$ cat config.mk
export PLATFORM = sky130hd
export DESIGN_NAME = led_blinker_array
export DESIGN_NICKNAME = d
export VERILOG_FILES = /design/src/rtl/led_blinker_array.sv
export SDC_FILE = /design/constraint.sdc
export NUM_CORES = 1
export LEC_CHECK = 0
export BUFFER_PORTS_ARGS = -buffer_cell sky130_fd_sc_hd__buf_2
export CAP_MARGIN = 0
export CORE_MARGIN = 3
export CORE_UTILIZATION = 42
export DETAILED_ROUTE_END_ITERATION = 10
export PLACE_DENSITY = 0.59
export SLEW_MARGIN = 10
export SYNTH_ARGS = -nofsm -noshare
export SYNTH_HDL_FRONTEND = slang
export SYNTH_SLANG_ARGS = --single-unit
$ cat constraint.sdc
create_clock -name clock -period 2.6 [get_ports clock]
set_clock_uncertainty 0.1 [all_clocks]
set_input_delay 0.13 -clock clock [delete_from_list [all_inputs] [get_ports clock]]
set_output_delay 0.13 -clock clock [all_outputs]
set_load 0.01 [all_outputs]
$ cat src/rtl/led_blinker_array.sv
`default_nettype none
// ============================================================================
//  Module      : led_blinker_array
//  Description : Multi-channel LED blinker. Each channel runs a free-running
//                counter against a runtime-programmable terminal value and
//                drives one registered LED output plus a one-cycle tick pulse.
//                A single-cycle config port reprograms one channel at a time.
//  Ports       : clock      - system clock, rising edge
//                reset      - synchronous, active-high reset
//                enable     - global count enable (low freezes all channels)
//                cfg_we     - config write strobe
//                cfg_sel    - channel index for the write
//                cfg_period - new terminal value for the selected channel
//                cfg_mode   - new mode: 00 OFF, 01 ON, 10 TOGGLE, 11 PULSE
//                leds       - registered LED outputs, bit i = channel i
//                tick       - registered terminal pulse, bit i = channel i
//  Revision    : 1.0 - initial release
// ============================================================================
module led_blinker_array #(
    parameter int CHANNELS       = 4,
    parameter int CNT_WIDTH      = 26,
    parameter int SEL_WIDTH      = 2,
    parameter int DEFAULT_PERIOD = 10
) (
    input  logic                 clock,
    input  logic                 reset,
    input  logic                 enable,
    input  logic                 cfg_we,
    input  logic [SEL_WIDTH-1:0] cfg_sel,
    input  logic [CNT_WIDTH-1:0] cfg_period,
    input  logic [1:0]           cfg_mode,
    output logic [CHANNELS-1:0]  leds,
    output logic [CHANNELS-1:0]  tick
);

    localparam logic [1:0] c_MODE_OFF    = 2'b00;
    localparam logic [1:0] c_MODE_ON     = 2'b01;
    localparam logic [1:0] c_MODE_TOGGLE = 2'b10;
    localparam logic [1:0] c_MODE_PULSE  = 2'b11;

    localparam logic [CNT_WIDTH-1:0] c_DEFAULT_PERIOD = CNT_WIDTH'(DEFAULT_PERIOD);
    localparam logic [CNT_WIDTH-1:0] c_CNT_ONE        = CNT_WIDTH'(1);

    for (genvar i = 0; i < CHANNELS; i++) begin : g_ch
        // Channel indices never reach CHANNELS, so any cfg_sel at or above
        // CHANNELS matches no channel and the write is dropped naturally.
        localparam logic [SEL_WIDTH-1:0] c_IDX = SEL_WIDTH'(i);

        logic [CNT_WIDTH-1:0] r_cnt_q,    w_cnt_d;
        logic [CNT_WIDTH-1:0] r_period_q, w_period_d;
        logic [1:0]           r_mode_q,   w_mode_d;
        logic                 r_state_q,  w_state_d;
        logic                 r_tick_q,   w_tick_d;
        logic                 r_led_q,    w_led_d;
        logic                 w_sel;

        assign w_sel = cfg_we && (cfg_sel == c_IDX);

        always_comb begin
            w_cnt_d    = r_cnt_q;
            w_period_d = r_period_q;
            w_mode_d   = r_mode_q;
            w_state_d  = r_state_q;
            w_tick_d   = 1'b0;

            if (w_sel) begin
                // A write beats a coincident terminal: counter and LED state
                // restart from zero and no tick is emitted this cycle.
                w_period_d = cfg_period;
                w_mode_d   = cfg_mode;
                w_cnt_d    = '0;
                w_state_d  = 1'b0;
            end else if (!enable) begin
                // Hold counter and LED state; tick stays low.
            end else if (r_cnt_q == r_period_q) begin
                // Compare for equality so the counter never passes the
                // programmed period, even when it is all ones.
                w_cnt_d   = '0;
                w_tick_d  = 1'b1;
                w_state_d = ~r_state_q;
            end else begin
                w_cnt_d = r_cnt_q + c_CNT_ONE;
            end

            // LED is derived from next-state values so it is registered
            // alongside tick and the mode change lands on the same edge.
            case (w_mode_d)
                c_MODE_OFF:    w_led_d = 1'b0;
                c_MODE_ON:     w_led_d = 1'b1;
                c_MODE_TOGGLE: w_led_d = w_state_d;
                c_MODE_PULSE:  w_led_d = w_tick_d;
                default:       w_led_d = 1'b0;
            endcase
        end

        always_ff @(posedge clock) begin
            if (reset) begin
                r_cnt_q    <= '0;
                r_period_q <= c_DEFAULT_PERIOD;
                r_mode_q   <= c_MODE_OFF;
                r_state_q  <= 1'b0;
                r_tick_q   <= 1'b0;
                r_led_q    <= 1'b0;
            end else begin
                r_cnt_q    <= w_cnt_d;
                r_period_q <= w_period_d;
                r_mode_q   <= w_mode_d;
                r_state_q  <= w_state_d;
                r_tick_q   <= w_tick_d;
                r_led_q    <= w_led_d;
            end
        end

        assign leds[i] = r_led_q;
        assign tick[i] = r_tick_q;
    end

endmodule
`default_nettype wire

* Word level (Yosys, flattened, before mapping)
Cells that the tools add are included.
Word-level totals: bits in registers 228, latch bits 0, RAM bits 0, ROM bits 0, input port bits 34, output and inout port bits 8, logic and storage cells 100, memories 0
Operators by class: add/subtract/negate cells 4, multiply operators 0, divide/modulo/power cells 0, order comparisons 0, eq/ne operators 19, shift operators 0, muxes and demuxes 36, bitwise logic cells 4, reduce and logical (&&, ||, !) cells 13
Operators with widths (number):
- adder 26 x 1 -> 26 bit (second input constant) | 4
- equality test 26 bit | 4
- 2-to-1 mux 26 bit | 4
- 2-to-1 mux 1 bit | 24
- equality test 2 bit (second input constant) | 10
- one-hot mux 1 bit (4 select lines) | 4
- equality test 2 x 1 -> 1 bit (second input constant) | 5
- logical NOT 2 bit | 5
- 2-to-1 mux 2 bit | 4
- OR reduction 2 bit | 4
- logical AND 1 bit | 4
- inverter 1 bit | 4

* Logic depth before layout (Yosys ltp)
depth in word-level cells 5, depth in mapped cells 8

* Worst setup path after synthesis
OpenSTA, ideal clock, no wires.
path type reg-to-reg, start register g_ch[2].r_cnt_q[8], end register g_ch[2].r_cnt_q[12], setup time 115 ps, data arrival time 1703 ps, required time 2385 ps, path slack 683 ps, cell stages (with the launch flop) 8, period minus slack after synthesis 1917 ps, cell sequence dfxtp_1 xor2_1 or4_1 and4bb_1 nand4_2 nand2_4 buf_6 nor2_1
On the way: cells in the longest elaborated chain, start to end 2, elaborated cells on any way between the ends 3, those cells by class 1 x add/sub; 1 x eq/ne; 1 x mux
RTL lines:
- start: declaration | line 49 | logic [CNT_WIDTH-1:0] r_cnt_q, w_cnt_d;
- start signal: assignment | line 105 | r_cnt_q <= w_cnt_d;
- adder 26 x 1 -> 26 bit / equality test 26 bit (equally long branches) | line 82, 75
- 2-to-1 mux 26 bit * | line 75 | end else if (r_cnt_q == r_period_q) begin
Mark *: on every way between the ends. The rest lies on a longest branch, timed or not. A chain may end at the register's enable or synchronous reset.

==> out/results.ini <==
[logic_synthesis]
synth_ff_type = dfxtp_1
synth_compound_gate_area_share_pct = 5.807
async_flop_share_pct = 0
synth_commonest_cells = 277 x nand2_1, 228 x dfxtp_1, 139 x nor2_1
yosysWarnings = 0
synth_cell_types = 45
synthAdderAreaFrac_pct = 0.4953
synth_top_area_share_pct = 45.17
synth_top_family_by_area = simple AND/OR/NAND/NOR gates
synth_top_cell_by_area = dfxtp_1
netlist_area_sq_um = 10100
syn_avg_cell_area_sq_um = 8.276
yosysMostFrequentCell = nand2_1
syn_nets = 1259
synth_xor_area_share_pct = 18.03
yosys.area_share.simple_pct = 26.84
synthCells = 1221
ys_seq_elements = 228
yosysSeqAreaShare_pct = 45.17
synth-edff-count = 0
yosys-top-cells-area = dfxtp_1 45%, xnor2_1 11%, nand2_1 10%
synth.area.mux_share_pct = 0.3962

[global_route]
grt_pass1_wl_mm = 41.41
track_usage_pct = 19.89
grt_pass1_vias = 7606
antenna_found_initial = 0
gr-total-overflow = 0
grt_max_degree = 69

[sta]
hold_viol = 0
drv_slew = 0
whs_ps = 31.53
tightestPinTransition_ps = 791.3
slew_headroom_pct = 47.25
finalCritPeriodShare_pct = 82.59
grt_setup_unrepaired = false
tns_ps = 0
finalSetupViolations = 0
min_period_ps = 2147
fmax_mhz = 465.7

[cells_and_area]
fin_area_sq_um = 11640
antenna_cells = 0
fin_nets = 1309
final_cells = 1604
drive_gt1_share_pct = 8.560
area_growth_pct = 15.18

[die]
die_area_sq_um = 25960
start_util_pct = 42.92
fp.dieH_um = 161.1
rows = 56
boundaryPins = 42
coreArea_sq_um = 23540
dieWidth_um = 161.1

[cts]
clockBufferDepth = 3
clkLatencyLatePin_ps = 520
cts_tree = built
numCtsBuffers = 25
cts_root_buf = clkbuf_16
cts-resized-gates = 0
clock_sinks = 228
htreeDepth = 1
clk_pin_slew_ps = 60

[drt]
routed_wl_mm = 26.01
ant_nets = 0
drc = 0
first_pass_iters = 5
vias_per_cell = 5.060
drt_iter0_markers = 485
num_vias = 8116
wl_per_cell_um = 16.22

[setup_path]
crit_type = input pin to flop
critPathCaptureType = flop
cp_max_fo = 19
arrival_ps = 2450
startpoint_type = input pin
required_ps = 2900

[pwr]
pwr_density_cell_nw_per_um2 = 646.9
irDropWorstVdd_uv = 360.4
p_leak_nw = 4.117

[flow_run]
maxCapViolCount = 0

[placed_design]
placement.io_buffers = 41
gp_congestion = 0.8729
placed_area_sq_um = 10560
dpl.hpwl_mm = 18.01
dp_cells = 1533

[run_status]
outcome = finished clean

[hold_path]
min_path_type = input pin to flop

-- through the flow --
stage                     util (%)  worst slack [ps]  total power, mW
after floorplan                  -             682.8            3.991
after global routing         49.44             266.4            7.814
after detailed placement     44.85             441.1            4.176
after CTS                    49.44             439.5            7.623
after global placement       44.85             470.5            4.170
final                        49.44             452.5            7.529
-- sequential cells by signal (all words and copies together), names as in the netlist --
signal	cells
g_ch.r_cnt_q	104
g_ch.r_led_q	4
g_ch.r_mode_q	8
g_ch.r_period_q	104
g_ch.r_state_q	4
g_ch.r_tick_q	4
-- worst paths after layout --
path                                           from                    end  slack (ps)  depth (start not counted)
worst max register to register   g_ch[1].r_cnt_q[0]    g_ch[1].r_cnt_q[22]         460                          7
worst min register to register  g_ch[3].r_mode_q[0]        g_ch[3].r_led_q         350                          1
worst max-delay path                         enable    g_ch[0].r_cnt_q[14]         450                          9
worst min-delay path                         cfg_we  g_ch[1].r_period_q[2]          30                          5
-- kinds of logic after synthesis --
| group | after synthesis |
|---|---|
| multiplexers | 4 |
| AO/OA/AOI/OAI | 112 |
| XOR/XNOR | 208 |
| AND/OR/NAND/NOR | 593 |
| flip-flops | 228 |
| buffers and inverters | 72 |
| adder cells (fa/ha/maj) | 4 |
-- worst max-delay path, stage by stage --
cell and delay (ps):
dlygate4sd3_1 530, buf_2 300, buf_4 330, nand4_1 160
nor4_1 220, nand4_1 290, nand2_1 180, buf_4 230
nor2_1 70
-- layout by cell type, fill, tap and decap left out, types with 3 or more instances in the layout --
cell           count
nand2_1          277
dfxtp_1          228
nor2_1           137
xnor2_1          124
a21oi_1          103
xor2_1            84
nand4_1           67
buf_2             40
dlygate4sd3_1     30
clkbuf_16         25
nand3_1           23
nor3_1            21
buf_4             17
and3_1            13
nor4_1            11
and4_1            11
nand3b_1           8
inv_1              7
clkbuf_1           6
clkbuf_8           6
mux2i_1            4
ha_1               4
and2_1             3
nor3_2             3
-- timing repair --
action | 4_1_cts | 5_1_grt
hold buffers | 30 | 0
hold endpoints to repair | 117 | 0
buffers inserted | 0 | 0
-- layout make-up --
cell class | instances | area [sq um]
well taps | 319 | 399.1
clock inverters | 4 | 48.80
inverters | 7 | 26.28
multi-input cells | 921 | 5221
repair buffers | 88 | 648.1
clock buffers | 37 | 730.7
flip-flops and latches | 228 | 4564
fillers | 2312 | 11900
-- power breakdown --
| part | switching [mW] | total, mW | internal (mW) | leakage [nW] |
|---|---|---|---|---|
| logic | 0.310 | 0.505 | 0.195 | 1.89 |
| clock network | 1.37 | 3.40 | 2.02 | 0.385 |
| registers | 0.0610 | 3.63 | 3.57 | 1.85 |
| total | 1.74 | 7.53 | 5.79 | 4.12 |
-- layer usage --
| metal | vias up | part of all wire [%] | track usage, % | wire length, um |
|---|---|---|---|---|
| met1 | 3764 | 48 | 28.81 | 12420 |
| met4 | 0 | 2.7 | 5.358 | 704 |
| met5 | - | 0 | 0 | 0 |
| met2 | 176 | 44 | 31.31 | 11540 |
| li1 | 4137 | - | - | - |
| met3 | 39 | 5.2 | 2.693 | 1343 |
Note: power is estimated with default switching activity, not from simulation.
